$ cat src/rtl/switch_debounce_led_ctrl.sv
// Purpose: synchronise and debounce NUM_CH switches, emit press pulses, drive LEDs in one of four display modes.
// Latency: a new switch level reaches o_LED/o_Press_Pulse DEBOUNCE_CYCLES+2 edges after it is first sampled; mode changes take 2 edges.
// Backpressure: none; outputs are free-running registered levels and pulses.
module switch_debounce_led_ctrl #(
  parameter int NUM_CH          = 4,
  parameter int DEBOUNCE_CYCLES = 250000
) (
  input  logic              i_Clk,
  input  logic              i_Rst_L,
  input  logic [NUM_CH-1:0] i_Switch,
  input  logic [1:0]        i_Mode,
  output logic [NUM_CH-1:0] o_LED,
  output logic [NUM_CH-1:0] o_Press_Pulse
);

  localparam int              CNT_W    = $clog2(DEBOUNCE_CYCLES);
  localparam logic [CNT_W-1:0] CNT_LAST = CNT_W'(DEBOUNCE_CYCLES - 1);

  localparam logic [1:0] MODE_DIRECT = 2'b00;
  localparam logic [1:0] MODE_INVERT = 2'b01;
  localparam logic [1:0] MODE_TOGGLE = 2'b10;
  localparam logic [1:0] MODE_COUNT  = 2'b11;

  logic [NUM_CH-1:0] sync_meta;
  logic [NUM_CH-1:0] sync_out;
  logic [NUM_CH-1:0] stable;
  logic [NUM_CH-1:0] stable_d;
  logic [CNT_W-1:0]  db_cnt [NUM_CH];
  logic [NUM_CH-1:0] tog;
  logic [NUM_CH-1:0] press_cnt;
  logic [1:0]        mode_q;

  logic [NUM_CH-1:0] rise;
  logic [NUM_CH-1:0] tog_next;
  logic [NUM_CH-1:0] cnt_next;
  logic [NUM_CH-1:0] led_next;

  // Two-flop synchroniser for the asynchronous switch pins; mode is registered once.
  always_ff @(posedge i_Clk or negedge i_Rst_L) begin
    if (!i_Rst_L) begin
      sync_meta <= '0;
      sync_out  <= '0;
      mode_q    <= '0;
    end else begin
      sync_meta <= i_Switch;
      sync_out  <= sync_meta;
      mode_q    <= i_Mode;
    end
  end

  // Per-channel debounce: a differing level must persist DEBOUNCE_CYCLES consecutive clocks.
  always_ff @(posedge i_Clk or negedge i_Rst_L) begin
    if (!i_Rst_L) begin
      stable <= '0;
      for (int i = 0; i < NUM_CH; i++) begin
        db_cnt[i] <= '0;
      end
    end else begin
      for (int i = 0; i < NUM_CH; i++) begin
        if (sync_out[i] != stable[i]) begin
          if (db_cnt[i] == CNT_LAST) begin
            stable[i] <= sync_out[i];
            db_cnt[i] <= '0;
          end else begin
            db_cnt[i] <= db_cnt[i] + 1'b1;
          end
        end else begin
          db_cnt[i] <= '0;
        end
      end
    end
  end

  // Toggle and counter next-state feed the LED mux directly, so every mode
  // updates on the same edge as the press pulse.
  always_comb begin
    rise     = stable & ~stable_d;
    tog_next = tog ^ rise;
    cnt_next = press_cnt + NUM_CH'(rise != '0);
    case (mode_q)
      MODE_DIRECT: led_next = stable;
      MODE_INVERT: led_next = ~stable;
      MODE_TOGGLE: led_next = tog_next;
      MODE_COUNT:  led_next = cnt_next;
      default:     led_next = stable;
    endcase
  end

  // Edge-detect history, toggle/counter state and registered outputs.
  always_ff @(posedge i_Clk or negedge i_Rst_L) begin
    if (!i_Rst_L) begin
      stable_d      <= '0;
      tog           <= '0;
      press_cnt     <= '0;
      o_LED         <= '0;
      o_Press_Pulse <= '0;
    end else begin
      stable_d      <= stable;
      tog           <= tog_next;
      press_cnt     <= cnt_next;
      o_LED         <= led_next;
      o_Press_Pulse <= rise;
    end
  end

endmodule

$ cat config.mk
export PLATFORM = sky130hd
export DESIGN_NAME = switch_debounce_led_ctrl
export DESIGN_NICKNAME = d
export VERILOG_FILES = /design/src/rtl/switch_debounce_led_ctrl.sv
export SDC_FILE = /design/constraint.sdc
export NUM_CORES = 1
export LEC_CHECK = 0
export CELL_PAD_IN_SITES_DETAIL_PLACEMENT = 1
export CELL_PAD_IN_SITES_GLOBAL_PLACEMENT = 1
export CORE_MARGIN = 2
export CORE_UTILIZATION = 35
export DETAILED_ROUTE_END_ITERATION = 7
export HOLD_SLACK_MARGIN = 0.05
export PLACE_DENSITY = 0.67
export SLEW_MARGIN = 5
export SYNTH_ARGS = -nofsm -noshare
export SYNTH_HDL_FRONTEND = slang
export SYNTH_SLANG_ARGS = --single-unit
$ cat constraint.sdc
create_clock -name i_Clk -period 3.6 [get_ports i_Clk]
set_input_delay 0.54 -clock i_Clk [delete_from_list [all_inputs] [get_ports i_Clk]]
set_output_delay 0.54 -clock i_Clk [all_outputs]
set_load 0.03 [all_outputs]
After elaboration in Yosys (flattened, before gate mapping)
Index checks and enable logic that the tools add are counted.
Cells by class
  equality and inequality tests: 11
  bitwise operators: 4
  reduce and logical (&&, ||, !) cells: 6
  add/sub/neg operators: 5
  multiplexer cells: 9
Operator list (count)
  18-bit 2-to-1 mux: 8
  18-bit by 1-bit adder with 18-bit output (second input constant): 4
  18-bit == test (second input constant): 4
  4-bit one-hot mux with 4 select lines: 1
  4-bit inverter: 2
  2-bit AND reduction: 4
  4-bit by 1-bit adder with 4-bit output: 1
  4-bit AND: 1
  2-bit == test (second input constant): 2
  1-bit inequality test: 4
  4-bit nonzero test: 1
  4-bit XOR: 1
  2-bit by 1-bit == test with 1-bit output (second input constant): 1
  2-bit zero test: 1
Word-level totals
  output and inout port bits: 8
  word-level logic and storage cells: 51
  register bits: 106
  input bits: 8

Logic depth before layout (Yosys ltp)
  depth after elaboration: 5
  mapped depth: 8
  depth with buffers taken out: 8

Worst setup path before layout
Ideal clock, no wire load.
  kind: register to register
  start: register db_cnt[64] in the netlist's numbering
  end: register db_cnt[63] in the netlist's numbering
  path slack: 1.810 ns
  cell stages (with the launch flop): 6
  setup time: 0.119 ns
  data arrival time: 1.671 ns
  path buffers: 1
  clock period less this slack: 1.790 ns
  data required time: 3.481 ns
  path through: dfrtp_1 nor4_1 nand4_1 o41ai_4 buf_6 nor2_1
On the way
  word-level cells in the longest chain between the ends: 3
Ends and longest elaborated chain
  start, declared: RTL line 28  | logic [CNT_W-1:0] db_cnt [NUM_CH];
  start signal, assigned by index: RTL line 65  | db_cnt[i] <= db_cnt[i] + 1'b1;
  18-bit == test: RTL line 61  | if (db_cnt[i] == CNT_LAST) begin
  18-bit 2-to-1 mux: RTL line 61
  18-bit 2-to-1 mux: RTL line 60  | if (sync_out[i] != stable[i]) begin
Every way passes these cells.
A chain may end at the register's enable or synchronous reset.

Worst setup path after layout
  start: register db_cnt[64] in the netlist's numbering
  end: register db_cnt[60] in the netlist's numbering
Same word-level chain as after synthesis.

==> results.yml <==
status:
  status: "finished, final reports clean"
sta:
  setup_violations: 0
  slew_violations: 0
  tns_ns: 0
  skew_ns: 0.00735
  post-route-period-util_pct: 63.9
  fmax_mhz: 435
  slew_headroom_pct: 30.6
  finalHoldViolCount: 0
  worstMarginPinSlew_ns: 1.04
  period_needed_ns: 2.30
  grt_setup_unrepaired: "no"
setup_path:
  worstSetupEndpointType: "flip-flop"
  cp-start-kind: "flip-flop"
  crit_required_ns: 3.79
  worstSetupPathType: "flip-flop to flip-flop"
  worstPathMaxFanout: 18
  critPathArrivalTime_ns: 2.49
  r2r_slack_ns: 1.30
floorplanning:
  start_util_pct: 36.2
  fp.dieH_um: 121
  core_um2: 13300
  die_x_um: 121
  io_pins: 16
  die_area_um2: 14800
  num_rows: 42
place:
  placed_cell_area_um2: 5190
  dp_hpwl_um: 6690
  port_buffers: 15
  dp.cells: 641
  gp_congestion: 0.808
worst_hold_path:
  hold_class: "input port to async pin"
drt:
  wire_per_inst_um: 14.9
  ant_nets: 0
  first_iter_violations: 144
  vias_per_cell: 5.03
  dr.pass1.iters: 4
  vias: 3298
  drcViolationCount: 0
  drt-total-wl_um: 9760
power_and_ir_drop:
  powerDensity_nw_per_um2: 423
  p_leak_uw: 0.00228
  fin_total_pwr_uw: 2320
  irDropWorstVdd_mv: 0.356
clock_tree:
  insertion_delay_ns: 0.35
  ctsHtreeMaxLevel: 3
  cts_resized: 0
  cts-root-buf: "clkbuf_16"
  postCtsHoldBufs: 0
  postCtsSetupBuffers: 0
  clock_sinks: 106
  cts.clk_slew.worst_paths_ns: 0.07
  cts_tree: "built"
  cts_max_path_buffers: 2
  cts_buffers: 9
synthesis:
  synth_area_leaders: "dfrtp_1, xnor2_1, nor2_1"
  yosysTopAreaCellShare_pct: 54.9
  netlist_instances: 453
  yosysTopAreaCell: "dfrtp_1"
  synthArstFlopShare_pct: 100
  ys_types: 42
  syn_area_per_cell_um2: 10.7
  synth_edf_count: 0
  synthFlopType: "dfrtp_1"
  yosysSeqAreaShare_pct: 54.9
  synth_area_um2: 4830
  ys_ff_latch: 106
  synthMostInstantiatedCell: "dfrtp_1"
  yosys_warnings: 0
  syn_nets: 467
  synthTopCellsByCount: "dfrtp_1, nor2_1, xnor2_1"
final_layout:
  stdcell_area_um2: 5490
  layout.nets: 490
  instances_no_fill: 656
  n_antenna_cell: 0
  drive_gt1_share_pct: 7.50
  utilization_pct: 41.2
  area_growth_pct: 13.7
run:
  drv_cap: 0
global_route:
  grt_pass1_wl_um: 17100
  grt_max_degree: 57
  antenna_found_initial: 0
  grt_overflow: 0
  grt_pass1_vias: 3500
  grt_usage_pct: 14.6
## flip-flops by register name, indices dropped and copies added (netlist names)
| signal | count |
|---|---|
| mode_q | 2 |
| sync_meta | 4 |
| tog | 4 |
| sync_out | 4 |
| press_cnt | 4 |
| stable | 4 |
| o_LED | 4 |
| o_Press_Pulse | 4 |
| stable_d | 4 |
| db_cnt | 72 |
## per-layer routing
| layer | track usage [%] | share of wire (%) | wire length [µm] | vias to the layer above |
|---|---|---|---|---|
| met3 | 4.37 | 2.9 | 279 | 7 |
| met2 | 22.7 | 48 | 4660 | 23 |
| met1 | 19.8 | 49 | 4750 | 1656 |
| li1 | - | - | - | 1612 |
| met4 | 4.09 | 0.68 | 66 | 0 |
| met5 | 0 | 0 | 0 | - |
## cell families after synthesis
group / synth area share [%]
buffers and inverters: 2.12
AOI/OAI and AO/OA: 3.91
xor gates and xnor gates: 13.1
DFF: 54.9
and+or+nand+nor: 22.9
adders and majority gates: 1.55
muxes: 1.55
## critical path, stage by stage, from the launching register on
cell and delay (ns):
dfrtp_1 0.45, nor4_1 0.36, nand4_1 0.22, o41ai_4 1.00
nor2_1 0.12
## cell usage in the layout (no fill, tap or decap), types with 6 or more instances in the layout
cell,netlist,final
xnor2_1,55,55
ha_1,6,6
dfrtp_1,106,106
clkbuf_16,0,9
a21oi_1,8,8
nand4_1,22,22
nand3_1,26,26
xor2_1,17,17
clkdlybuf4s50_1,0,14
nor2_1,82,82
nor4_1,23,23
inv_1,17,17
nand2_1,21,21
nor3_1,15,15
## power by group
| group | internal [µW] | leakage, µW | switching [µW] |
|---|---|---|---|
| Sequential | 1210 | 0.00144 | 19.8 |
| Clock | 573 | 0.000148 | 434 |
| Combinational | 31.1 | 0.000689 | 57.1 |
| Total | 1810 | 0.00228 | 510 |
## metrics by stage
stage | setup WS (ns) | hold slack, ns
final | 1.30 | 0.227
after global routing | 1.14 | 0.287
after CTS | 1.32 | 0.268
after detailed placement | 1.34 | 0.336
after global placement | 1.42 | 0.336
after floorplan | 1.81 | 0.244
## final cells by class
cell class,instances,area [µm²]
Fill cell,1509,7860
Sequential cell,106,2650
Inverter,17,63.8
Timing Repair Buffer,19,178
Multi-Input combinational cell,323,2070
Clock inverter,4,51.3
Clock buffer,11,253
Tap cell,176,220
## final timing paths
check                           cells after the start         start          end
worst max-delay path                                4    db_cnt[64]   db_cnt[60]
worst min-delay path                                1       i_Rst_L   db_cnt[65]
worst max register to register                      4    db_cnt[64]   db_cnt[60]
worst min register to register                      0  sync_meta[1]  sync_out[1]
max in group asynchronous                           2       i_Rst_L   db_cnt[37]
min in group i_Clk                                  0  sync_meta[1]  sync_out[1]
Power figures use the tool's default switching activity.
